--- src/rtl/p3_sched.sv ---
// Scheduler for the three ping/pang/pong packet buffers: rotates each buffer through
// snooper -> CPU -> forwarder -> free, preserving packet arrival order.
module p3_sched #(
    parameter bit          ENABLE_FWD = 1'b1,
    parameter int unsigned SEL_WIDTH  = 2
) (
    input  logic                 clk,
    input  logic                 rst_n,
    input  logic                 sn_req,
    input  logic                 sn_done,
    output logic                 sn_gnt,
    output logic [SEL_WIDTH-1:0] sn_sel,
    input  logic                 cpu_req,
    input  logic                 cpu_acc,
    input  logic                 cpu_rej,
    output logic                 cpu_gnt,
    output logic [SEL_WIDTH-1:0] cpu_sel,
    input  logic                 fwd_req,
    input  logic                 fwd_done,
    output logic                 fwd_gnt,
    output logic [SEL_WIDTH-1:0] fwd_sel,
    output logic [2:0]           buf_clr
);

    localparam int unsigned NBUF  = 3;
    localparam int unsigned CNT_W = 2;

    typedef enum logic [2:0] {
        B_FREE = 3'd0,
        B_SN   = 3'd1,
        B_RDY  = 3'd2,
        B_CPU  = 3'd3,
        B_ACC  = 3'd4,
        B_FWD  = 3'd5
    } buf_st_e;

    typedef logic [SEL_WIDTH-1:0] sel_t;

    buf_st_e          st_q   [NBUF];
    buf_st_e          st_d   [NBUF];
    sel_t             ord_q  [NBUF];
    sel_t             ord_d  [NBUF];
    logic [CNT_W-1:0] cnt_q, cnt_d;

    logic             sn_gnt_q,  sn_gnt_d;
    logic             cpu_gnt_q, cpu_gnt_d;
    logic             fwd_gnt_q, fwd_gnt_d;
    sel_t             sn_sel_q,  sn_sel_d;
    sel_t             cpu_sel_q, cpu_sel_d;
    sel_t             fwd_sel_q, fwd_sel_d;
    logic [NBUF-1:0]  buf_clr_q, buf_clr_d;
    logic [NBUF-1:0]  fresh_q,   fresh_d;

    logic             sn_fin, cpu_fin, fwd_fin;
    logic             sn_found, cpu_found, fwd_found;
    sel_t             sn_pick, cpu_pick, fwd_pick;
    logic [NBUF-1:0]  rm;
    logic [CNT_W-1:0] wr;

    // Grants, releases and arrival-order queue maintenance
    always_comb begin
        st_d      = st_q;
        ord_d     = ord_q;
        cnt_d     = cnt_q;
        sn_gnt_d  = sn_gnt_q;
        cpu_gnt_d = cpu_gnt_q;
        fwd_gnt_d = fwd_gnt_q;
        sn_sel_d  = sn_sel_q;
        cpu_sel_d = cpu_sel_q;
        fwd_sel_d = fwd_sel_q;
        fresh_d   = '0;
        buf_clr_d = '0;
        rm        = '0;
        wr        = '0;
        sn_found  = 1'b0;
        cpu_found = 1'b0;
        fwd_found = 1'b0;
        sn_pick   = '0;
        cpu_pick  = '0;
        fwd_pick  = '0;

        sn_fin  = sn_gnt_q & sn_done;
        cpu_fin = cpu_gnt_q & (cpu_acc | cpu_rej);
        fwd_fin = fwd_gnt_q & fwd_done;

        // Scan high-to-low so the lowest index / oldest queue entry wins
        for (int i = int'(NBUF) - 1; i >= 0; i--) begin
            if (st_q[i] == B_FREE && !fresh_q[i]) begin
                sn_found = 1'b1;
                sn_pick  = SEL_WIDTH'(i);
            end
            if (CNT_W'(i) < cnt_q && st_q[ord_q[i]] == B_RDY) begin
                cpu_found = 1'b1;
                cpu_pick  = ord_q[i];
            end
            if (CNT_W'(i) < cnt_q && st_q[ord_q[i]] == B_ACC) begin
                fwd_found = 1'b1;
                fwd_pick  = ord_q[i];
            end
        end

        if (sn_req && !sn_gnt_q && sn_found) begin
            st_d[sn_pick] = B_SN;
            sn_gnt_d      = 1'b1;
            sn_sel_d      = sn_pick;
        end
        if (cpu_req && !cpu_gnt_q && cpu_found) begin
            st_d[cpu_pick] = B_CPU;
            cpu_gnt_d      = 1'b1;
            cpu_sel_d      = cpu_pick;
        end
        if (fwd_req && !fwd_gnt_q && fwd_found) begin
            st_d[fwd_pick] = B_FWD;
            fwd_gnt_d      = 1'b1;
            fwd_sel_d      = fwd_pick;
        end

        if (sn_fin) begin
            st_d[sn_sel_q] = B_RDY;
            sn_gnt_d       = 1'b0;
        end
        if (cpu_fin) begin
            if (cpu_acc && ENABLE_FWD) begin
                st_d[cpu_sel_q] = B_ACC;
            end else begin
                st_d[cpu_sel_q] = B_FREE;
                rm[cpu_sel_q]   = 1'b1;
            end
            cpu_gnt_d = 1'b0;
        end
        if (fwd_fin) begin
            st_d[fwd_sel_q] = B_FREE;
            rm[fwd_sel_q]   = 1'b1;
            fwd_gnt_d       = 1'b0;
        end

        // Compact out freed buffers, then append the newly written packet
        for (int k = 0; k < int'(NBUF); k++) begin
            if (CNT_W'(k) < cnt_q && !rm[ord_q[k]]) begin
                ord_d[wr] = ord_q[k];
                wr        = CNT_W'(wr + 1'b1);
            end
        end
        if (sn_fin) begin
            ord_d[wr] = sn_sel_q;
            wr        = CNT_W'(wr + 1'b1);
        end
        cnt_d = wr;

        for (int i = 0; i < int'(NBUF); i++) begin
            fresh_d[i] = (st_d[i] == B_FREE) && (st_q[i] != B_FREE);
        end
        buf_clr_d = fresh_d;
    end

    always_ff @(posedge clk) begin
        if (!rst_n) begin
            st_q      <= '{default: B_FREE};
            ord_q     <= '{default: '0};
            cnt_q     <= '0;
            sn_gnt_q  <= 1'b0;
            cpu_gnt_q <= 1'b0;
            fwd_gnt_q <= 1'b0;
            sn_sel_q  <= '0;
            cpu_sel_q <= '0;
            fwd_sel_q <= '0;
            buf_clr_q <= '1;
            fresh_q   <= '0;
        end else begin
            st_q      <= st_d;
            ord_q     <= ord_d;
            cnt_q     <= cnt_d;
            sn_gnt_q  <= sn_gnt_d;
            cpu_gnt_q <= cpu_gnt_d;
            fwd_gnt_q <= fwd_gnt_d;
            sn_sel_q  <= sn_sel_d;
            cpu_sel_q <= cpu_sel_d;
            fwd_sel_q <= fwd_sel_d;
            buf_clr_q <= buf_clr_d;
            fresh_q   <= fresh_d;
        end
    end

    assign sn_gnt  = sn_gnt_q;
    assign sn_sel  = sn_sel_q;
    assign cpu_gnt = cpu_gnt_q;
    assign cpu_sel = cpu_sel_q;
    assign fwd_gnt = fwd_gnt_q;
    assign fwd_sel = fwd_sel_q;
    assign buf_clr = buf_clr_q;

endmodule

--- config.mk ---
export PLATFORM = sky130hd
export DESIGN_NAME = p3_sched
export DESIGN_NICKNAME = d
export VERILOG_FILES = /design/src/rtl/p3_sched.sv
export SDC_FILE = /design/constraint.sdc
export NUM_CORES = 1
export LEC_CHECK = 0
export CAP_MARGIN = 20
export CORE_UTILIZATION = 55
export DETAILED_ROUTE_END_ITERATION = 7
export PLACE_DENSITY = 0.74
export SYNTH_ARGS = -nofsm -noshare
export SYNTH_HDL_FRONTEND = slang
export SYNTH_SLANG_ARGS = --single-unit
export TNS_END_PERCENT = 5
--- constraint.sdc ---
create_clock -name clk -period 4.61 [get_ports clk]
set_clock_uncertainty 0.2 [all_clocks]
set_input_delay 0.922 -clock clk [delete_from_list [all_inputs] [get_ports clk]]
set_output_delay 0.922 -clock clk [all_outputs]
set_load 0.005 [all_outputs]
==> impl_metrics.csv <==
group,metric,value,unit
placement,dpl.cell_count,318,
drt,wl_met2,2510,µm
drt,post_drt_via_cell_ratio,6.20,
worst_setup_path,startpoint_type,"input pin",
worst_setup_path,worstReg2RegEnd,"cnt_q[1]$_SDFF_PN0_",
worst_setup_path,cp.arrival,4.25,ns
die,die_y,64.3,µm
min_path,worst_hold_path.endpoint,"fwd_sel[1]$_SDFFE_PN0N_",
min_path,hold_depth,2,
min_path,worstHoldStart,"fwd_sel[1]$_SDFFE_PN0N_",
worst_setup_path,end_kind,"flop",
layout,drive_above_1_share,9.75,%
synth,synth.avg_cell_area,8.24,µm²
worst_setup_path,setup.worst_path.start,"cpu_acc",
synth,ys.flop_type,"dfxtp_1",
drt,ant_nets,0,
drt,routed_wirelength,5600,µm
synth,synthCells,259,
timing,holdWs,0.296,ns
die,io-pin-count,21,
layout,fin_area,0.00242,mm²
min_path,hp-class,"flop to flop",
synth,synth-edff-count,0,
layout,finalNonFillerCells,325,
placement,place_area,0.00232,mm²
timing,fin_crit_sh,92.1,%
grt,antenna_found_initial,0,
synth,yosysUniqueCellTypes,67,
drt,drt_pass1_iterations,5,
cts,clk_path_buf_depth,2,
timing,hold_viol,0,
cts,path_clk_slew,0.06,ns
cts,cts_resized,0,
timing,setup_tns,0,ns
cts,cts_tree,"done",
timing,fmax,0.235,GHz
pwr,power_density,252,mW/mm²
worst_setup_path,r2r_setup_slack,0.99,ns
drt,met1Wirelength,2540,µm
grt,grt_pass1_wl,9540,µm
timing,slew_violations,0,
synth,synth-async-reset-ratio,0,%
placement,numPortBuffers,20,
grt,globalRouteTotalUtil,30.5,%
drt,drcViolationCount,0,
cts,worstSkewPairLatency,0.28,ns
drt,wl_met3,427,µm
drt,drtIter0Drc,249,
synth,synth_area_leaders,"dfxtp_1, mux2i_1, a21oi_1",
cts,htree_num_levels,2,
drt,vias,2016,
grt,grt_pass1_vias,1955,
worst_setup_path,critPathRequiredTime,4.62,ns
pwr,irDropWorstVdd,0.263,mV
timing,worst_pin_slew,0.744,ns
flow_run,maxCapViolCount,0,
drt,wl_per_cell,17.2,µm
grt,gr-total-overflow,0,
worst_setup_path,worst-path-max-fanout,5,
die,fp-row-count,22,
die,die-area,0.00413,mm²
cts,clock-sinks,32,
synth,synth_nets,273,
timing,finalSetupViolCount,0,
cts,post_cts_buffers,0,
cts,root_buffer,"clkbuf_8",
layout,nNetsFinal,291,
synth,syn_area,0.00213,mm²
timing,slew_headroom,49.8,%
timing,period_needed,4.25,ns
synth,netlist.area_leader.share,30.0,%
layout,fin_util,65.6,%
synth,yosys.area.top_type,"dfxtp_1",
drt,top_layer,"met4",
timing,rsz0062_at_grt,"false",
die,core_area,0.00369,mm²
synth,synth-seq-cells,32,
pwr,p_leak,0.884,nW
layout,diodes,0,
cts,hold_buffers,0,
grt,grt_start_max_net_pins,19,
synth,yosysWarningCount,0,
placement,gp_congestion,0.981,
synth,seq_area_frac_synth,30.0,%
die,dieWidth,64.3,µm
worst_setup_path,r2r_start,"cpu_gnt$_SDFFE_PP0N_",
worst_setup_path,critPathKind,"input pin to flop",
worst_setup_path,reg2regPathDepth,11,
placement,hpwlAfterDp,4150,µm
layout,syn2layout_area_growth,13.4,%
cts,cts-buffers-inserted,5,
die,start_util,57.8,%
outcome,status,"completed",
[registers in the layout (all words and copies together), names as in the netlist]
| register | cells |
|---|---|
| cnt_q | 2 |
| buf_clr | 3 |
| st_q | 9 |
| fwd_gnt | 1 |
| sn_sel | 2 |
| fresh_q | 3 |
| fwd_sel | 2 |
| cpu_sel | 2 |
| sn_gnt | 1 |
| ord_q | 6 |
| cpu_gnt | 1 |
[placed cells by master, fill, tap and decap left out, types with 9 or more instances in the layout]
cell / instances
nor2_1: 18
dfxtp_1: 32
nand3_1: 9
mux2i_1: 11
a21oi_1: 21
o21ai_0: 12
inv_1: 15
nand2_1: 20
clkdlybuf4s50_1: 20
[cell type report]
cell class                 count  area [µm²]
fill                         339        1270
sequential                    32         641
tap                           48        60.1
inverter                      16        60.1
clock buffer                   7        96.3
timing repair buffer          21         208
multi-input combinational    201        1360
[cell usage after synthesis, types with 3 or more instances]
library cell and number:
a21oi_1 21, a31oi_1 3, and2_1 8, buf_6 4
clkbuf_1 4, dfxtp_1 32, ha_1 5, inv_1 15
mux2_2 4, mux2i_1 11, nand2_1 20, nand2b_1 8
nand3_1 9, nand3b_1 6, nor2_1 18, nor3_1 6
nor4_1 3, o211ai_1 5, o21ai_0 12, or2_2 3
or3_1 4
[routing by layer]
layer / global-route usage (%) / vias up
li1: - / 989
met1: 41.2 / 942
met2: 46.8 / 75
met3: 6.79 / 10
met4: 11.7 / 0
met5: 0 / -
[stage by stage]
step	total power, mW	setup WS (ns)
floorplan	0.357	1.08
global placement	0.383	0.317
detailed placement	0.384	0.162
CTS	0.613	0.397
global route	0.637	0.166
finish	0.611	0.363
[where the power goes]
group	internal (mW)	total [mW]	switching [mW]	leakage, nW
sequential	0.285	0.302	0.0163	0.260
combinational	0.0392	0.0781	0.0389	0.574
clock	0.133	0.231	0.0985	0.0503
total	0.457	0.611	0.154	0.884
[worst max-delay path by stage]
stage                            end  slack, ns
6_report         cnt_q[1]$_SDFF_PN0_       0.36
5_1_grt        ord_q[1]$_SDFFE_PN0P_       0.17
4_1_cts          cnt_q[1]$_SDFF_PN0_       0.40
3_5_place_dp     cnt_q[1]$_SDFF_PN0_       0.16
3_3_place_gp     cnt_q[1]$_SDFF_PN0_       0.32
2_1_floorplan    cnt_q[1]$_SDFF_PN0_       1.08
[worst max-delay path, cell delays in order]
cell and delay [ns]:
clkdlybuf4s50_1 0.54, o21bai_1 0.14, o41ai_1 0.63, mux2i_1 0.20, o211ai_1 0.33, inv_1 0.08
ha_1 0.32, xnor2_1 0.35, inv_1 0.09, ha_1 0.29, mux2_2 0.25, nor2_1 0.11
[logic make-up after synthesis]
logic type                 after synthesis  synth area share (%)
AOI/OAI and AO/OA                       70                  22.6
xor gates and xnor gates                 2                 0.821
adders and majority gates                5                  2.93
buffers and inverters                   26                  6.45
DFF                                     32                  30.0
muxes                                   17                  8.68
and+or+nand+nor                        107                  28.5
(Power assumes the default switching activity.)
==> edit (same settings) <==
Reset style: asynchronous (`rst_n`), changed in one clocked block.
--- a/src/rtl/p3_sched.sv
+++ b/src/rtl/p3_sched.sv
@@ -153,7 +153,7 @@
         buf_clr_d = fresh_d;
     end
 
-    always_ff @(posedge clk) begin
+    always_ff @(posedge clk or negedge rst_n) begin
         if (!rst_n) begin
             st_q      <= '{default: B_FREE};
             ord_q     <= '{default: '0};
Function: differs if rst_n is asserted again (counterexample within 4 cycles, from zero or initial values and one cycle with rst_n low); with rst_n held inactive, the same outputs for 4 cycles.
==> edit against the unedited design <==
Critical path depth is the same. Sequential cell count unchanged. Fmax up 4.5%. Synthesized area grew 6.1%. Critical endpoint is now ord_q[4]. Final area is 6.7% higher. Wire length down 1.3%. Count of clock-buffer cells in the layout fell by 2. Worst setup slack better by 0.18 ns. First-iteration DRC count down 8.0%.
Power is not compared: it rests on default switching activity, and its combinational part moved more than twofold at a synthesized area within 25%.
==> edit: results (changes against the unedited design) <==
| Metric | Value |
|---|---|
| Status | `finished clean` |
| Met3 Use GR | `4.83% (-2.0 points)` |
| HPWL after DPL | `4170 um (+0.49%)` |
| Worst hold slack | `0.394 ns (+0.0979 ns)` |
| Met1 Use GR | `41.5% (+0.36 points)` |
| GPL Wtd Cong | `0.916 (-6.7%)` |
| Syn Inst Count | `232 (-10%)` |
| Vias in the first global route | `1769 (-9.5%)` |
| Initial antenna violation count | `0 (unchanged)` |
| Reg clk slew, reported paths | `0.08 ns (+0.02 ns)` |
| DR WL/cell | `18.4 um (+6.9%)` |
| First-pass GRT wire length | `9000 um (-5.6%)` |
| Drt pass-1 iters | `4 (-1)` |
| Post-synth top cells | `dfrtp_1, mux2i_1, nand2_1` |
| Met2 WL | `2400 um (-4.7%)` |
| Placed inst area | `2470 um^2 (+6.2%)` |
| R2R Setup Slk | `1.31 ns (+0.32 ns)` |
| DP Cell Count | `292 (-8.2%)` |
| Crit path arrival time | `4.04 ns (-0.21 ns)` |
| Yosys cell types | `61 (-9.0%)` |
| R2R depth | `11 (unchanged)` |
| Max transition margin | `43.7% (-6.0 points)` |
| Ranking of synthesized cells by area | `dfrtp_1, mux2i_1, dfstp_2` |
| Worst-path fanout max | `6 (+1)` |
| Met2 usage | `41.8% (-5.0 points)` |
| Hold_sp | `fwd_sel[0]` |
| Fill cell count | `312 (-8.0%)` |
| Nets | `265 (-8.9%)` |
| Hold EP | `fwd_sel[0]` |
| Worst r2r src | `fwd_sel[0]` |
| DRT met1 WL | `2660 um (+4.7%)` |
| Largest net degree at the start of global routing | `33 (+14)` |
| Worst Hold Depth | `1 (-1)` |
| Final non-filler cell total | `300 (-7.7%)` |
| Slowest cell delay on critical path | `0.60 ns (-0.03 ns)` |
| Crit path max-delay cell type | `clkdlybuf4s50_1` |
| Uppermost routed layer | `met4` |
| Met3 routed WL | `342 um (-20%)` |
| Worst-Skew Late Latency | `0.30 ns (+0.02 ns)` |
| Share of layout cells above drive strength 1 | `15.1% (+5.3 points)` |
| Placement Setup Slack | `0.322 ns (+0.160 ns)` |
| Overall routing resource usage | `28.5% (-1.9 points)` |
| Seq/Total Area, Yosys | `35.5% (+5.5 points)` |
| Capture point of the worst path | `ord_q[4]` |
| Final Cycle Share | `88.2% (-3.9 points)` |
| Async SR Flop Fraction | `100% (+100 points)` |
| Via count | `1961 (-2.7%)` |
| Post-synthesis net count | `246 (-9.9%)` |
| Initial DRC Count | `229 (-8.0%)` |
## edit: area by class of cell
| cell class | instances | area, um^2 | area share (%) |
|---|---|---|---|
| clock inverter | 3 | 46.3 | 1.79 |
| multi-input combinational | 175 | 1330 | 51.6 |
| timing repair buffer | 22 | 215 | 8.33 |
| sequential | 32 | 805 | 31.2 |
| clock buffer | 5 | 68.8 | 2.66 |
| tap | 48 | 60.1 | 2.33 |
| inverter | 15 | 56.3 | 2.18 |
## edit: logic make-up after synthesis
| logic type | Yosys count | share of synthesized area, % |
|---|---|---|
| flops | 32 | 35.5 |
| mux | 20 | 9.07 |
| compound gates | 60 | 23.9 |
| xor+xnor | 2 | 1.11 |
| fa+ha+maj | 5 | 2.76 |
| buf+inv | 25 | 5.64 |
| simple gates | 88 | 22.0 |
## edit: power by group through the flow
stage	Combinational, mW	Sequential, mW	Clock, mW
finish	0.982	0.640	0.282
global route	1.09	0.662	0.296
CTS	0.978	0.633	0.285
detailed placement	0.967	0.638	0
global placement	0.950	0.637	0
floorplan	0.859	0.498	0
